$ cat src/rtl/temp_poll_ctrl.sv
// Conversion scheduler for the DS18B20 path: periodic/manual trigger, bounded wait
// for the core's done pulse, result latching with running min/max and timeout tracking.
//
// state   | meaning
// --------+-------------------------------------------------------------
// S_IDLE  | waiting for a tick, a manual trigger or a pending request
// S_START | conv_start high this cycle; timeout timer reloaded
// S_WAIT  | waiting for conv_done under the timeout timer
// S_LATCH | sample latched last cycle; fold it into min/max
module temp_poll_ctrl #(
    parameter int PERIOD_CYC  = 27_000_000,
    parameter int TIMEOUT_CYC = 27_000_000
) (
    input  logic        clk,
    input  logic        rst,
    input  logic        enable,
    input  logic        force_req,
    input  logic        clr_err,
    output logic        conv_start,
    input  logic        conv_done,
    input  logic [15:0] conv_data,
    output logic [15:0] temp_out,
    output logic        temp_valid,
    output logic [15:0] temp_min,
    output logic [15:0] temp_max,
    output logic        err_timeout,
    output logic [3:0]  fail_cnt,
    output logic [7:0]  sample_cnt
);

    localparam int PW = (PERIOD_CYC > 1) ? $clog2(PERIOD_CYC) : 1;
    localparam int TW = (TIMEOUT_CYC > 1) ? $clog2(TIMEOUT_CYC) : 1;
    localparam logic [PW-1:0] PERIOD_TC  = PW'(PERIOD_CYC - 1);
    localparam logic [TW-1:0] TIMEOUT_TC = TW'(TIMEOUT_CYC - 1);

    typedef enum logic [1:0] {
        S_IDLE  = 2'd0,
        S_START = 2'd1,
        S_WAIT  = 2'd2,
        S_LATCH = 2'd3
    } state_t;

    state_t        state;
    logic [PW-1:0] tick_cnt;
    logic [TW-1:0] to_cnt;
    logic          pending;
    logic          have_sample;
    logic          tick;
    logic          req;
    logic          good_hit;
    logic          timeout_hit;

    // Down-counting sample timer: reloads while disabled, fires at terminal count.
    always_ff @(posedge clk) begin
        if (rst || !enable) begin
            tick_cnt <= PERIOD_TC;
        end else if (tick_cnt == '0) begin
            tick_cnt <= PERIOD_TC;
        end else begin
            tick_cnt <= tick_cnt - 1'b1;
        end
    end

    assign tick        = enable && (tick_cnt == '0);
    assign req         = tick || force_req;
    assign good_hit    = (state == S_WAIT) && conv_done;
    assign timeout_hit = (state == S_WAIT) && !conv_done && (to_cnt == '0);

    always_ff @(posedge clk) begin
        if (rst) begin
            state       <= S_IDLE;
            to_cnt      <= TIMEOUT_TC;
            pending     <= 1'b0;
            have_sample <= 1'b0;
            conv_start  <= 1'b0;
            temp_valid  <= 1'b0;
            temp_out    <= 16'h0000;
            temp_min    <= 16'h0000;
            temp_max    <= 16'h0000;
            err_timeout <= 1'b0;
            fail_cnt    <= 4'd0;
            sample_cnt  <= 8'd0;
        end else begin
            conv_start <= 1'b0;
            temp_valid <= 1'b0;
            if (req) begin
                pending <= 1'b1;
            end

            case (state)
                S_IDLE: begin
                    if (pending || req) begin
                        state      <= S_START;
                        conv_start <= 1'b1;
                        pending    <= 1'b0;
                    end
                end
                S_START: begin
                    to_cnt <= TIMEOUT_TC;
                    state  <= S_WAIT;
                end
                S_WAIT: begin
                    if (conv_done) begin
                        temp_out   <= conv_data;
                        temp_valid <= 1'b1;
                        sample_cnt <= sample_cnt + 8'd1;
                        state      <= S_LATCH;
                    end else if (to_cnt == '0) begin
                        state <= S_IDLE;
                    end else begin
                        to_cnt <= to_cnt - 1'b1;
                    end
                end
                S_LATCH: begin
                    // temp_out already holds the new sample; the first one seeds both extremes.
                    if (!have_sample || ($signed(temp_out) < $signed(temp_min))) begin
                        temp_min <= temp_out;
                    end
                    if (!have_sample || ($signed(temp_out) > $signed(temp_max))) begin
                        temp_max <= temp_out;
                    end
                    have_sample <= 1'b1;
                    state       <= S_IDLE;
                end
                default: state <= S_IDLE;
            endcase

            if (clr_err) begin
                err_timeout <= 1'b0;
                fail_cnt    <= 4'd0;
            end else if (timeout_hit) begin
                err_timeout <= 1'b1;
                if (fail_cnt != 4'hF) begin
                    fail_cnt <= fail_cnt + 4'd1;
                end
            end else if (good_hit) begin
                fail_cnt <= 4'd0;
            end
        end
    end

endmodule

$ cat config.mk
export PLATFORM = sky130hd
export DESIGN_NAME = temp_poll_ctrl
export DESIGN_NICKNAME = d
export VERILOG_FILES = /design/src/rtl/temp_poll_ctrl.sv
export SDC_FILE = /design/constraint.sdc
export NUM_CORES = 1
export LEC_CHECK = 0
export ABC_AREA = 1
export CAP_MARGIN = 5
export CORE_MARGIN = 2
export CORE_UTILIZATION = 45
export DETAILED_ROUTE_END_ITERATION = 10
export GPL_TIMING_DRIVEN = 0
export PLACE_DENSITY = 0.68
export SYNTH_ARGS = -nofsm -noshare
export SYNTH_HDL_FRONTEND = slang
export SYNTH_SLANG_ARGS = --single-unit
$ cat constraint.sdc
create_clock -name clk -period 5.5 [get_ports clk]
set_input_delay 1.1 -clock clk [delete_from_list [all_inputs] [get_ports clk]]
set_output_delay 1.1 -clock clk [all_outputs]
set_load 0.01 [all_outputs]
==> impl_metrics.toml <==
[status]
status = "completed"

[min_path]
hold_path_class = "reg2reg"

[clock_network]
cts_setup_buffers = 0
cts.sinks = 117
cts_tree = "yes"
cts-hold-fix-buffers = 0
htreeDepth = 4
cts_buffers = 17
clockRootBuffer = "clkbuf_16"
clk_latency_ns = 0.42
cts_resized = 0
cts.clk_slew.worst_paths_ns = 0.05
cts_buffer_depth = 2

[grt]
grt_pass1_vias = 5190
grt_max_degree = 17
grt_pass1_wl_mm = 25.30
grt-ovfl-total = 0
antenna_found_initial = 0
grt_usage_pct = 22.40

[route]
drt_iter0_markers = 339
dr_total_vias = 5790
postRouteAntennaNets = 0
viasPerCell = 5.022
wire_per_inst_um = 13.47
remaining_drc_errors = 0
drt-pass1-iter-count = 5
drt_wl_total_mm = 15.53

[yosys]
synthCells = 862
synthTopCellsByArea = "dfxtp_1 39%, nand2_1 9.2%, a21oi_1 8.7%, nor2_1 8.3%, ha_1 7.5%"
netlist_top_cells_count = "147 x nand2_1, 132 x nor2_1, 117 x dfxtp_1, 108 x inv_1, 104 x a21oi_1"
synth-edff-count = 0
ys_seq_area_share_pct = 39.03
synth_nets = 920
async_reset_ff_share_pct = 0
syn_avg_cell_area_um2 = 6.961
synth_area_mm2 = 0.006001
synth_top_area_share_pct = 39.03
synthFlopType = "dfxtp_1"
yosysWarnings = 0
synth_area_leader_cell = "dfxtp_1"
synth_cell_types = 38
synth_most_common_cell = "nand2_1"
synth-seq-cells = 117

[timing]
rsz0062_at_grt = "false"
hold_viol_final = 0
setup_viol = 0
max_slew_margin_pct = 62.26
min_period_ns = 2.551
worst_pin_slew_ns = 0.5661
clock.fmax_mhz = 392.0
slew_viol_final = 0
clock_skew_ns = 0.006979
setup_tns_ns = 0
period_share_pct = 46.38

[place]
place_hpwl_mm = 11.38
globalplace.congestion = 0.8729
dp_cells = 1121
port_buffers = 83

[power]
power_frac_seq_pct = 34.4
p_int_w = 0.001995
clkPwrFrac_pct = 44.9
ir_drop_uv = 228.6
p_per_area_mw_per_mm2 = 359.0
power.switching_w = 0.0007763
combPwrFrac_pct = 20.7
switching_share_pct = 28.01
p_leak_nw = 3.002
power_w = 0.002772

[cells_and_area]
area_delta_synth_final_pct = 28.65
num_antenna_cells = 0
fin_cells = 1153
drive_gt1_share_pct = 5.937
nNetsFinal = 1022

[setup_path]
cp.required_ns = 5.79
critPathArrivalTime_ns = 2.85
crit_path_max_fanout = 10
cp-end-kind = "flip-flop"
worstSetupStartpointType = "input pin"
path_class = "in2reg"

[die]
die_area_mm2 = 0.01427
core_mm2 = 0.01314
num_rows = 42
die_w_um = 119.5
io_pins = 85
start_util_pct = 45.68
fp.dieH_um = 119.5

[job]
cap_violations = 0
-- cell usage in the layout (no fill, tap or decap), types with 4 or more instances in the layout --
cell type / n
clkinv_2: 4
inv_1: 108
a21oi_1: 104
nor2_1: 132
nor3_1: 14
clkbuf_8: 5
clkbuf_1: 16
xor2_1: 9
bufinv_16: 5
nand4_1: 15
dfxtp_1: 117
ha_1: 36
clkdlybuf4s50_1: 83
nand3_1: 56
nand2_2: 5
buf_2: 9
o21ai_1: 4
o21ai_0: 52
clkbuf_16: 17
nand2_1: 147
-- path summary, 6_finish.rpt --
path | start | depth (start not counted) | endpoint | slack (ns)
setup / recovery | conv_done | 7 | temp_out[9] | 2.95
hold / removal | tick_cnt[0] | 1 | tick_cnt[0] | 0.42
setup reg to reg | to_cnt[0] | 13 | to_cnt[23] | 3.24
hold reg to reg | tick_cnt[0] | 1 | tick_cnt[0] | 0.42
-- per-layer routing --
metal / up-vias / part of all wire (%) / global-route usage (%)
met5: - / 0 / 0
met4: 0 / 1.4 / 7.941
met3: 24 / 4.1 / 4.550
met2: 141 / 48 / 37.46
met1: 2604 / 47 / 28.63
li1: 3021 / - / -
-- power groups by stage --
stage / Combinational (W) / Sequential (W) / Clock [W]
2_1_floorplan: 0.000359 / 0.000973 / 0
3_5_place_dp: 0.000574 / 0.000969 / 0
4_1_cts: 0.000577 / 0.000952 / 0.00126
5_1_grt: 0.000645 / 0.000959 / 0.00130
3_3_place_gp: 0.000567 / 0.000969 / 0
6_report: 0.000574 / 0.000952 / 0.00125
-- cell families (layout without fill, tap and decap cells) --
logic type,after synthesis,after routing,share of synthesized area [%]
adder cells (fa/ha/maj),36,36,7.506
flip-flops,117,117,39.03
buffers and inverters,139,254,9.007
XOR/XNOR,11,11,1.606
AND/OR/NAND/NOR,389,389,28.27
AO/OA/AOI/OAI,170,170,14.57
-- final cells by class --
class	count	area, um2
Sequential cell	117	2342
Tap cell	176	220.2
Buffer	28	123.9
Clock buffer	23	498.0
Inverter	111	416.7
Clock inverter	9	170.2
Multi-Input combinational cell	606	3118
Fill cell	1206	5418
Timing Repair Buffer	83	830.8
-- critical path, cell delays in order --
cell,delay (ns)
clkdlybuf4s50_1,0.52
inv_1,0.09
nor2_1,0.06
inv_1,0.19
clkbuf_1,0.41
buf_2,0.35
a21oi_1,0.11
-- per-stage QoR --
stage	hold WS (ns)	utilization, %	instance area [um2]	setup slack (ns)
3_5_place_dp	0.4067	53.68	7052	2.512
2_1_floorplan	0.3904	-	6001	3.382
4_1_cts	0.4192	58.76	7720	2.938
3_3_place_gp	0.4026	53.68	7052	2.535
5_1_grt	0.4459	58.76	7720	2.838
6_report	0.4169	58.76	7720	2.949
-- sequential cells by signal, indices dropped and copies added, names as in the netlist --
signal       flops
tick_cnt        25
to_cnt          25
temp_max        16
temp_min        16
temp_out        16
sample_cnt       8
fail_cnt         4
state            2
conv_start       1
err_timeout      1
have_sample      1
pending          1
temp_valid       1
(Power assumes the default switching activity.)
